===== src/rtl/pipeline_elastic_stage.sv =====
// ---------------------------------------------------------------------------
// pipeline_elastic_stage
//
// Elastic pipeline register that sits between two SimpleCPU pipeline stages.
// It holds up to DEPTH entries in order in a circular buffer. Each entry is
// an opaque payload plus an active-list tag. Upstream and downstream use a
// valid/ready handshake. The stage supports a full flush and a selective
// kill. The kill removes every entry that is younger than a mispredicted
// branch, with age measured relative to the oldest active-list index.
//
// Ports:
//   clk, rst_n            clock (rising edge) and async active-low reset
//   in_valid / in_ready   upstream handshake
//   in_payload, in_tag    upstream entry contents
//   out_valid / out_ready downstream handshake
//   out_payload, out_tag  head entry contents, zero while empty
//   flush                 discard everything, including this cycle's push
//   kill_valid, kill_tag  drop entries strictly younger than kill_tag
//   kill_head             oldest active-list index, the age reference
//   occupancy             number of valid entries
// ---------------------------------------------------------------------------
module pipeline_elastic_stage #(
    parameter int PAYLOAD_WIDTH = 160,
    parameter int DEPTH         = 2,
    parameter int TAG_WIDTH     = 3
) (
    input  logic                     clk,
    input  logic                     rst_n,
    input  logic                     in_valid,
    output logic                     in_ready,
    input  logic [PAYLOAD_WIDTH-1:0] in_payload,
    input  logic [TAG_WIDTH-1:0]     in_tag,
    output logic                     out_valid,
    input  logic                     out_ready,
    output logic [PAYLOAD_WIDTH-1:0] out_payload,
    output logic [TAG_WIDTH-1:0]     out_tag,
    input  logic                     flush,
    input  logic                     kill_valid,
    input  logic [TAG_WIDTH-1:0]     kill_tag,
    input  logic [TAG_WIDTH-1:0]     kill_head,
    output logic [$clog2(DEPTH):0]   occupancy
);

    localparam int PTR_W = $clog2(DEPTH);
    localparam int CNT_W = PTR_W + 1;

    logic [PTR_W-1:0]         head_q, head_d;
    logic [PTR_W-1:0]         tail_q, tail_d;
    logic [CNT_W-1:0]         count_q, count_d;

    logic [PAYLOAD_WIDTH-1:0] payload_mem_q [DEPTH];
    logic [TAG_WIDTH-1:0]     tag_mem_q     [DEPTH];

    logic                     wr_en;
    logic [PTR_W-1:0]         wr_addr;
    logic                     push;
    logic                     pop;
    logic [TAG_WIDTH-1:0]     kill_age;
    logic [TAG_WIDTH-1:0]     in_age;
    logic                     in_survives;
    logic [CNT_W-1:0]         surv_cnt;
    logic                     surv_alive;
    logic [PTR_W-1:0]         surv_idx;
    logic [TAG_WIDTH-1:0]     surv_age;

    // Handshake signals depend only on registered state. This keeps out_ready
    // from reaching in_ready through a combinational path.
    assign in_ready  = (count_q != CNT_W'(DEPTH));
    assign out_valid = (count_q != '0);
    assign push      = in_valid && in_ready;
    assign pop       = out_valid && out_ready;

    assign out_payload = out_valid ? payload_mem_q[head_q] : '0;
    assign out_tag     = out_valid ? tag_mem_q[head_q]     : '0;
    assign occupancy   = count_q;

    // Ages are modulo 2^TAG_WIDTH distances from the oldest active-list slot.
    // This keeps the comparison correct when the tags wrap around.
    assign kill_age    = kill_tag - kill_head;
    assign in_age      = in_tag - kill_head;
    assign in_survives = (in_age <= kill_age);

    // Count the entries that survive a kill, walking from the head. The
    // entry popped this cycle has already left, so the walk skips it. The
    // walk stops at the first killed entry. Entries are in program order,
    // so everything after that entry is younger and is killed as well.
    always_comb begin
        surv_cnt   = '0;
        surv_alive = 1'b1;
        surv_idx   = '0;
        surv_age   = '0;
        for (int i = 0; i < DEPTH; i++) begin
            surv_idx = head_q + PTR_W'(i);
            surv_age = tag_mem_q[surv_idx] - kill_head;
            if ((CNT_W'(i) < count_q) && !(pop && (i == 0))) begin
                if (surv_alive && (surv_age <= kill_age)) begin
                    surv_cnt = surv_cnt + CNT_W'(1);
                end else begin
                    surv_alive = 1'b0;
                end
            end
        end
    end

    // Next-state pointer and count logic. Priority is flush, then kill, then
    // plain push/pop. A pop in any of these cycles still completes
    // downstream, so the head always advances past it.
    always_comb begin
        head_d  = head_q;
        tail_d  = tail_q;
        count_d = count_q;
        wr_en   = 1'b0;
        wr_addr = tail_q;
        if (flush) begin
            head_d  = '0;
            tail_d  = '0;
            count_d = '0;
        end else if (kill_valid) begin
            head_d  = head_q + PTR_W'(pop);
            tail_d  = head_d + surv_cnt[PTR_W-1:0];
            count_d = surv_cnt;
            if (push && in_survives) begin
                wr_en   = 1'b1;
                wr_addr = tail_d;
                tail_d  = tail_d + PTR_W'(1);
                count_d = surv_cnt + CNT_W'(1);
            end
        end else begin
            head_d  = head_q + PTR_W'(pop);
            count_d = count_q + CNT_W'(push) - CNT_W'(pop);
            if (push) begin
                wr_en   = 1'b1;
                wr_addr = tail_q;
                tail_d  = tail_q + PTR_W'(1);
            end
        end
    end

    always_ff @(posedge clk or negedge rst_n) begin
        if (!rst_n) begin
            head_q  <= '0;
            tail_q  <= '0;
            count_q <= '0;
        end else begin
            head_q  <= head_d;
            tail_q  <= tail_d;
            count_q <= count_d;
        end
    end

    // Storage has no reset. Flush and kill only move the pointers, and the
    // empty-case output mux hides any stale contents.
    always_ff @(posedge clk) begin
        if (wr_en) begin
            payload_mem_q[wr_addr] <= in_payload;
            tag_mem_q[wr_addr]     <= in_tag;
        end
    end

endmodule


===== config.mk =====
export PLATFORM = sky130hd
export DESIGN_NAME = pipeline_elastic_stage
export DESIGN_NICKNAME = d
export VERILOG_FILES = /design/src/rtl/pipeline_elastic_stage.sv
export SDC_FILE = /design/constraint.sdc
export NUM_CORES = 1
export LEC_CHECK = 0
export CAP_MARGIN = 25
export CORE_ASPECT_RATIO = 1.5
export CORE_MARGIN = 2
export CORE_UTILIZATION = 35
export CTS_CLUSTER_SIZE = 30
export DETAILED_ROUTE_END_ITERATION = 8
export GPL_TIMING_DRIVEN = 0
export PLACE_DENSITY = 0.68
export SKIP_CTS_REPAIR_TIMING = 1
export SYNTH_ARGS = -nofsm -noshare
export SYNTH_HDL_FRONTEND = slang
export SYNTH_SLANG_ARGS = --single-unit

===== constraint.sdc =====
create_clock -name clk -period 13.6 [get_ports clk]
set_input_delay 2.72 -clock clk [delete_from_list [all_inputs] [get_ports clk]]
set_output_delay 2.72 -clock clk [all_outputs]
set_load 0.01 [all_outputs]

==> metrics.md, run 1 <==
| Metric | Value |
|---|---|
| TritonCTS buffer count | `31` |
| Cells after Synth | `793` |
| DRT antenna net count | `0` |
| Crit-path leading delay family | `compound AO/OA/AOI/OAI gates` |
| Final worst setup slack | `5.64 ns` |
| Register Area | `~0.0099 mm²` |
| Critical-path top delay cell | `a21oi_4` |
| Total track usage | `15.8%` |
| Number of nets in the layout | `between 1000 and 1500` |
| Crit-path max FO | `27` |
| Min Tclk post-route | `7.96 ns` |
| WP buf/inv | `5` |
| Post-synth EDFFs | `326` |
| CTS tree | `built` |
| Pre-CTS WS | `5.04 ns` |
| Max_cap viols | `0` |
| Die area | `between 0.03 and 0.04 mm²` |
| CP required | `13.86 ns` |
| Buffers on Ports | `341` |
| Row count | `86` |
| Peak supply drop | `0.110 mV` |
| Total grt overflow | `0` |
| DR WL/cell | `around 19 µm` |
| Filler cells | `3177` |
| Sequential cell area fraction in the yosys report | `about three quarters` |
| Post-synth ARST share | `between 1 and 1.5%` |
| Pin slew with the least headroom to its limit | `0.882 ns` |
| Post-DP HPWL | `23.0 mm` |
| Max Clock Skew | `0.0122 ns` |
| Die width | `162 µm` |
| Finished Core Util | `49.9%` |
| Crit path DAT | `8.22 ns` |
| RePlAce Congestion | `0.799` |
| Dpl cells | `1628` |
| IO Count | `between 300 and 400` |
| Syn_nets | `985` |
| First-pass DRT Iterations | `4` |
| Setup violations, final | `0` |
| DRT iter0 DRCs | `322` |
| CP startpoint kind | `primary input` |
| Area Overhead vs Synth | `40.1%` |
| Fmax | `roughly 130 MHz` |
| # DRC | `0` |
| Non-filler cells, final | `approximately 1700` |
| Largest net degree at the start of global routing | `55` |
| Critical path type | `primary input to register` |
| Status | `completed` |
| Share of layout cells above drive strength 1 | `6.61%` |
| First-pass GRT wire length | `46.7 mm` |
| Sinks on Clock Net | `330` |
| Post-synth cell types | `35` |
| Core outline area | `0.0368 mm²` |
| Crit end category | `register` |
| Syn_area_per_cell | `16.5 µm²` |
| Worst skew pair latency | `0.57 ns` |
| Die H | `241 µm` |
| Number of synthesized register bits | `330` |
| Final Cycle Share | `58.5%` |
| CTS clk-pin slew, worst paths | `0.06 ns` |
| Vias/cell | `roughly 4.6` |
| CTS H-tree lvls | `1` |
| Slew headroom | `41.0%` |
| Sum Neg Setup Slack | `0 ns` |
| Worst hold path type | `register to register` |
| Leak | `0.00603 µW` |
| Reg2reg setup slack | `~7 ns` |
| Mapped Area | `0.0131 mm²` |
| Detailed Route WL | `roughly 32 mm` |
| Crit path top cell by count | `ha_1` |
| Initial antenna violation count | `8` |
| Top_reg_cell synth | `edfxtp_1` |
| Number of global-route vias before repair | `8076` |
| Deepest clock path buffer count | `3` |
| Starting density of the core | `35.6%` |
| Critical path cell sequence | `clkdlybuf4s50_1 -> ha_1 -> inv_1 -> fa_1 -> xor2_2 -> xor2_1 -> ha_1 -> and3_1 -> a21oi_1 -> nor3_1 -> ha_1 -> xnor2_1 -> a221oi_1 -> xor2_1 -> nand4b_1 -> a21oi_4 -> buf_12 -> buf_16 -> buf_12` |
| Max Slew Vio Count | `0` |
| Clk root buf | `clkbuf_16` |
| Warnings from Yosys | `0` |
| Slowest stage delay, CP | `between 0.7 and 0.8 ns` |
| Area occupied by multi-input gates | `between 0.002 and 0.003 mm²` |
| Final Hold Vio Count | `0` |
| Pwr dens | `163 mW/mm²` |
| RSZ-0062 raised after global routing | `no` |
| Via Count | `7809` |
-- registers in the layout, summed over array words and instances (netlist names) --
register	flops
head_q	1
tag_mem_q	6
occupancy	2
tail_q	1
payload_mem_q	320
-- where the power goes --
group	total [µW]	internal, µW	switching [µW]
clock network	852	487	366
registers	1240	1220	19.6
logic	891	429	462
total	2980	2140	848
-- cells by family (layout without fill, tap and decap cells) --
| kind of cell | after synthesis | after routing | synth area share (%) |
|---|---|---|---|
| other | 0 | 3 | 0 |
| multiplexers | 170 | 170 | 13.0 |
| AND/OR/NAND/NOR | 189 | 189 | 5.74 |
| AO/OA/AOI/OAI | 16 | 16 | 0.870 |
| flip-flops | 330 | 330 | 75.5 |
| buffers and inverters | 54 | 456 | 1.70 |
| XOR/XNOR | 16 | 16 | 1.19 |
| adder cells (fa/ha/maj) | 18 | 18 | 1.93 |
-- cell type report --
type	instances	area share [%]
multi-input cells	409	16.3
diodes	3	0.0409
flip-flops and latches	330	53.9
repair buffers	351	19.9
clock buffers	33	4.27
clock inverters	18	1.05
well taps	484	3.30
plain buffers	38	0.887
inverters	16	0.327
-- metrics by stage --
stage	total power [µW]	hold WS (ns)	area, µm²
5_1_grt	3130	0.665	18300
6_report	2980	0.612	18300
3_3_place_gp	2170	0.592	17100
4_1_cts	3030	0.620	18300
2_1_floorplan	1700	0.561	13100
3_5_place_dp	2170	0.608	17400
-- worst reg2reg max path, stage by stage (launching register included) --
cell and delay (ns):
dfrtp_1 0.33, clkbuf_1 0.28, clkbuf_1 0.54, buf_2 0.43, mux2i_1 0.23, ha_1 0.16
inv_1 0.05, fa_1 0.43, ha_1 0.30, a21oi_1 0.13, a21oi_1 0.07, maj3_1 0.35
a21oi_1 0.13, ha_1 0.27, xnor2_1 0.13, a221oi_1 0.47, xor2_1 0.26, nand4b_1 0.22
a21oi_4 0.76, buf_12 0.28, buf_16 0.20, buf_12 0.21
-- per-layer routing --
layer / global-route usage [%] / up-vias / share of wire, %
met5: 0 / - / 0.23
met1: 16.0 / 3811 / 34
met4: 6.49 / 10 / 3.6
met3: 3.90 / 70 / 6.1
li1: - / 3695 / -
met2: 30.5 / 223 / 56
-- final timing paths --
kind                                         start                             end  depth (start not counted)
worst max-delay path                  kill_head[0]  payload_mem_q[1][69]$_DFFE_PP_                         19
max in group asynchronous                    rst_n          occupancy[0]$_DFF_PN0_                          1
worst max register to register    head_q$_DFF_PN0_  payload_mem_q[1][69]$_DFFE_PP_                         21
min in group asynchronous                    rst_n              tail_q$_DFFE_PN0P_                          1
worst min register to register  tail_q$_DFFE_PN0P_              tail_q$_DFFE_PN0P_                          3
worst min-delay path            tail_q$_DFFE_PN0P_              tail_q$_DFFE_PN0P_                          3
-- cell usage after synthesis (2+ instances only) --
cell type  instances  area share [%]
a211o_1            2            0.13
a21oi_1            7            0.27
and2_1             3            0.14
buf_1              6            0.17
buf_2             16            0.61
clkbuf_1          16            0.46
dfrtp_1            4            0.76
edfxtp_1         326              75
fa_1               4            0.61
ha_1              13             1.2
inv_1             16            0.46
mux2_2             3            0.26
mux2i_1          167              13
nand2_1            4            0.11
nand2b_1           4            0.19
nand3_1            3            0.11
nor2_1           168             4.8
nor3_1             2           0.076
xnor2_1           10            0.67
xor2_1             4            0.27
-- cells in the final DEF (no fill, tap or decap), types with 2 or more instances in the layout --
master,instances
buf_12,5
nand2b_1,4
nor3_1,2
nor2_1,168
a21oi_1,6
mux2i_1,167
fa_1,4
mux2_2,3
xnor2_1,10
dfrtp_1,4
nand3_1,3
a211o_1,2
bufinv_16,4
buf_1,6
clkbuf_1,18
clkinv_1,4
ha_1,13
xor2_1,4
clkdlybuf4s50_1,341
clkinvlp_4,3
buf_16,5
clkbuf_16,31
clkinv_2,7
buf_2,16
inv_1,16
edfxtp_1,326
and2_1,3
nand2_1,4
diode_2,3
Power figures use the tool's default switching activity.
==> run 2, diff against run 1 <==
PLACE_DENSITY = 0.7   (was 0.68)
clock period = 7.2 ns   (was 13.6 ns; I/O delays follow)
==> metrics.md, run 2 (same netlist as run 1, synthesis figures left out) <==
| Metric | Value |
|---|---|
| Status | `completed` |
| Pwr dens | `311 mW/mm² (+91%)` |
| Critical path cell sequence | `clkbuf_1 -> clkbuf_1 -> buf_2 -> mux2i_1 -> ha_1 -> inv_1 -> fa_1 -> ha_1 -> a21oi_1 -> a21oi_1 -> maj3_1 -> a21oi_1 -> ha_1 -> xnor2_1 -> a221oi_1 -> xor2_1 -> nand4b_1 -> and3b_4 -> buf_12 -> buf_12` |
| Row count | `86 (unchanged)` |
| Critical path type | `register to register` |
| Min Tclk post-route | `6.25 ns` |
| WP buf/inv | `6 (+1)` |
| CTS H-tree lvls | `2 (+1)` |
| DRT iter0 DRCs | `376 (+17%)` |
| Clk root buf | `clkbuf_16` |
| Largest net degree at the start of global routing | `47 (-15%)` |
| Peak supply drop | `0.198 mV (+80%)` |
| Switching Fraction | `28.1% (-0.30 points)` |
| Crit-path leading delay family | `buffers and inverters` |
| DR WL/cell | `18.6 µm (-2.0%)` |
| Deepest clock path buffer count | `3 (unchanged)` |
| Post-DP HPWL | `23.0 mm (+0.25%)` |
| Area Overhead vs Synth | `41.5%` |
| Sum Neg Setup Slack | `0 ns (unchanged)` |
| Crit path DAT | `6.45 ns (-1.77 ns)` |
| Total track usage | `15.5% (-0.29 points)` |
| CTS clk-pin slew, worst paths | `0.06 ns (about the same)` |
| Via Count | `7854 (+0.58%)` |
| Max_cap viols | `0 (unchanged)` |
| Number of nets in the layout | `1374 (+0.37%)` |
| First-pass GRT wire length | `45.6 mm (-2.4%)` |
| Share of layout cells above drive strength 1 | `7.55% (+0.93 points)` |
| Final Cycle Share | `86.8%` |
| First-pass DRT Iterations | `6 (+2)` |
| Slowest stage delay, CP | `0.60 ns (-0.16 ns)` |
| IO Count | `342 (unchanged)` |
| Reg power frac | `40.6% (-1.0 points)` |
| Comb pwr share | `29.2% (-0.7 points)` |
| Total power | `5770 µW (+93%)` |
| Crit-path max FO | `34 (+26%)` |
| RSZ-0062 raised after global routing | `no` |
| Setup violations, final | `0 (unchanged)` |
| Detailed Route WL | `31.5 mm (-1.2%)` |
| Largest reg by FF count | `payload_mem_q` |
| Pin slew with the least headroom to its limit | `0.843 ns (-0.0392 ns)` |
| TritonCTS buffer count | `35 (+13%)` |
| CP required | `7.41 ns (-6.45 ns)` |
| Die H | `241 µm (unchanged)` |
| Leak | `0.00610 µW (+1.1%)` |
| P_int | `4150 µW (+94%)` |
| Critical-path top delay cell | `clkbuf_1` |
| Core outline area | `0.0368 mm² (unchanged)` |
| Buffers on Ports | `341 (unchanged)` |
| Initial antenna violation count | `10 (+2)` |
| Worst skew pair latency | `0.52 ns (-0.05 ns)` |
| Pre-CTS WS | `0.588 ns (-4.45 ns)` |
| Final worst setup slack | `0.953 ns (-4.69 ns)` |
| CP startpoint kind | `register` |
| Die area | `0.0390 mm² (unchanged)` |
| Final Hold Vio Count | `0 (unchanged)` |
| Clock share of power | `30.2% (+1.6 points)` |
| Total grt overflow | `0 (unchanged)` |
| Max Clock Skew | `0.0142 ns (+0.00201 ns)` |
| Fmax | `160 MHz` |
| Crit end category | `register` |
| Slew headroom | `43.8% (+2.7 points)` |
| Die width | `162 µm (unchanged)` |
| Final hold slack | `0.613 ns (+0.00149 ns)` |
| CTS tree | `built` |
| Sinks on Clock Net | `330 (unchanged)` |
| Max Slew Vio Count | `0 (unchanged)` |
| # DRC | `0 (unchanged)` |
| Commonest cells after routing, fill and taps aside | `341 x clkdlybuf4s50_1, 326 x edfxtp_1, 168 x nor2_1` |
| Starting density of the core | `35.6% (unchanged)` |
| Dpl cells | `1629 (+0.061%)` |
| Most common cell after layout, fill and taps aside | `clkdlybuf4s50_1` |
| DRT antenna net count | `0 (unchanged)` |
| Worst hold path type | `register to register` |
| Vias/cell | `4.63 (-0.25%)` |
| Largest register FFs | `320 (unchanged)` |
| Non-filler cells, final | `1696 (+0.83%)` |
| RePlAce Congestion | `0.791 (-1.1%)` |
| Number of global-route vias before repair | `8106 (+0.37%)` |
| P_sw | `1620 µW (+91%)` |
-- run 2: cell type report --
| class | count | area [µm²] |
|---|---|---|
| clock buffers | 41 | 920 |
| well taps | 484 | 606 |
| flip-flops and latches | 330 | 9890 |
| clock inverters | 20 | 199 |
| diodes | 6 | 15.0 |
| plain buffers | 38 | 163 |
| multi-input cells | 409 | 3010 |
| inverters | 16 | 72.6 |
| fillers | 3073 | 18300 |
| repair buffers | 352 | 3650 |
-- run 2: power groups by stage --
stage                     Sequential, µW  Clock [µW]  Combinational [µW]
after global routing                2350        1870                1810
after floorplan                     2390           0                 816
after CTS                           2340        1790                1720
final                               2340        1740                1680
after detailed placement            2380           0                1710
after global placement              2410           0                1660
-- run 2: worst paths after layout --
path / endpoint / start / cells past startpoint / slack [ns]
worst max-delay path: payload_mem_q[0][101]$_DFFE_PP_ / head_q$_DFF_PN0_ / 20 / 0.95
worst min register to register: tail_q$_DFFE_PN0P_ / tail_q$_DFFE_PN0P_ / 3 / 0.61
max in group asynchronous: occupancy[0]$_DFF_PN0_ / rst_n / 1 / 5.90
min in group asynchronous: head_q$_DFF_PN0_ / rst_n / 1 / 1.13
worst min-delay path: tail_q$_DFFE_PN0P_ / tail_q$_DFFE_PN0P_ / 3 / 0.61
worst max register to register: payload_mem_q[0][101]$_DFFE_PP_ / head_q$_DFF_PN0_ / 20 / 0.95
-- run 2: through the flow --
step           area [µm²]  util, %
3_3_place_gp        17200     46.6
2_1_floorplan       13100        -
5_1_grt             18500     50.3
4_1_cts             18500     50.3
6_report            18500     50.3
3_5_place_dp        17400     47.3
-- run 2: worst register-to-register path, cell delays in order (launching register included) --
cell	delay, ns
dfrtp_1	0.33
clkbuf_1	0.33
clkbuf_1	0.60
buf_2	0.44
mux2i_1	0.26
ha_1	0.17
inv_1	0.05
fa_1	0.44
ha_1	0.33
a21oi_1	0.17
a21oi_1	0.07
maj3_1	0.34
a21oi_1	0.13
ha_1	0.27
xnor2_1	0.14
a221oi_1	0.37
xor2_1	0.16
nand4b_1	0.22
and3b_4	0.56
buf_12	0.29
buf_12	0.25
-- run 2: metal layers --
layer	global-route usage (%)	share of wire, %	vias up
met5	0	0.18	-
met4	7.19	3.8	8
met3	4.30	6.3	74
met2	29.8	56	249
met1	15.2	34	3807
li1	-	-	3716
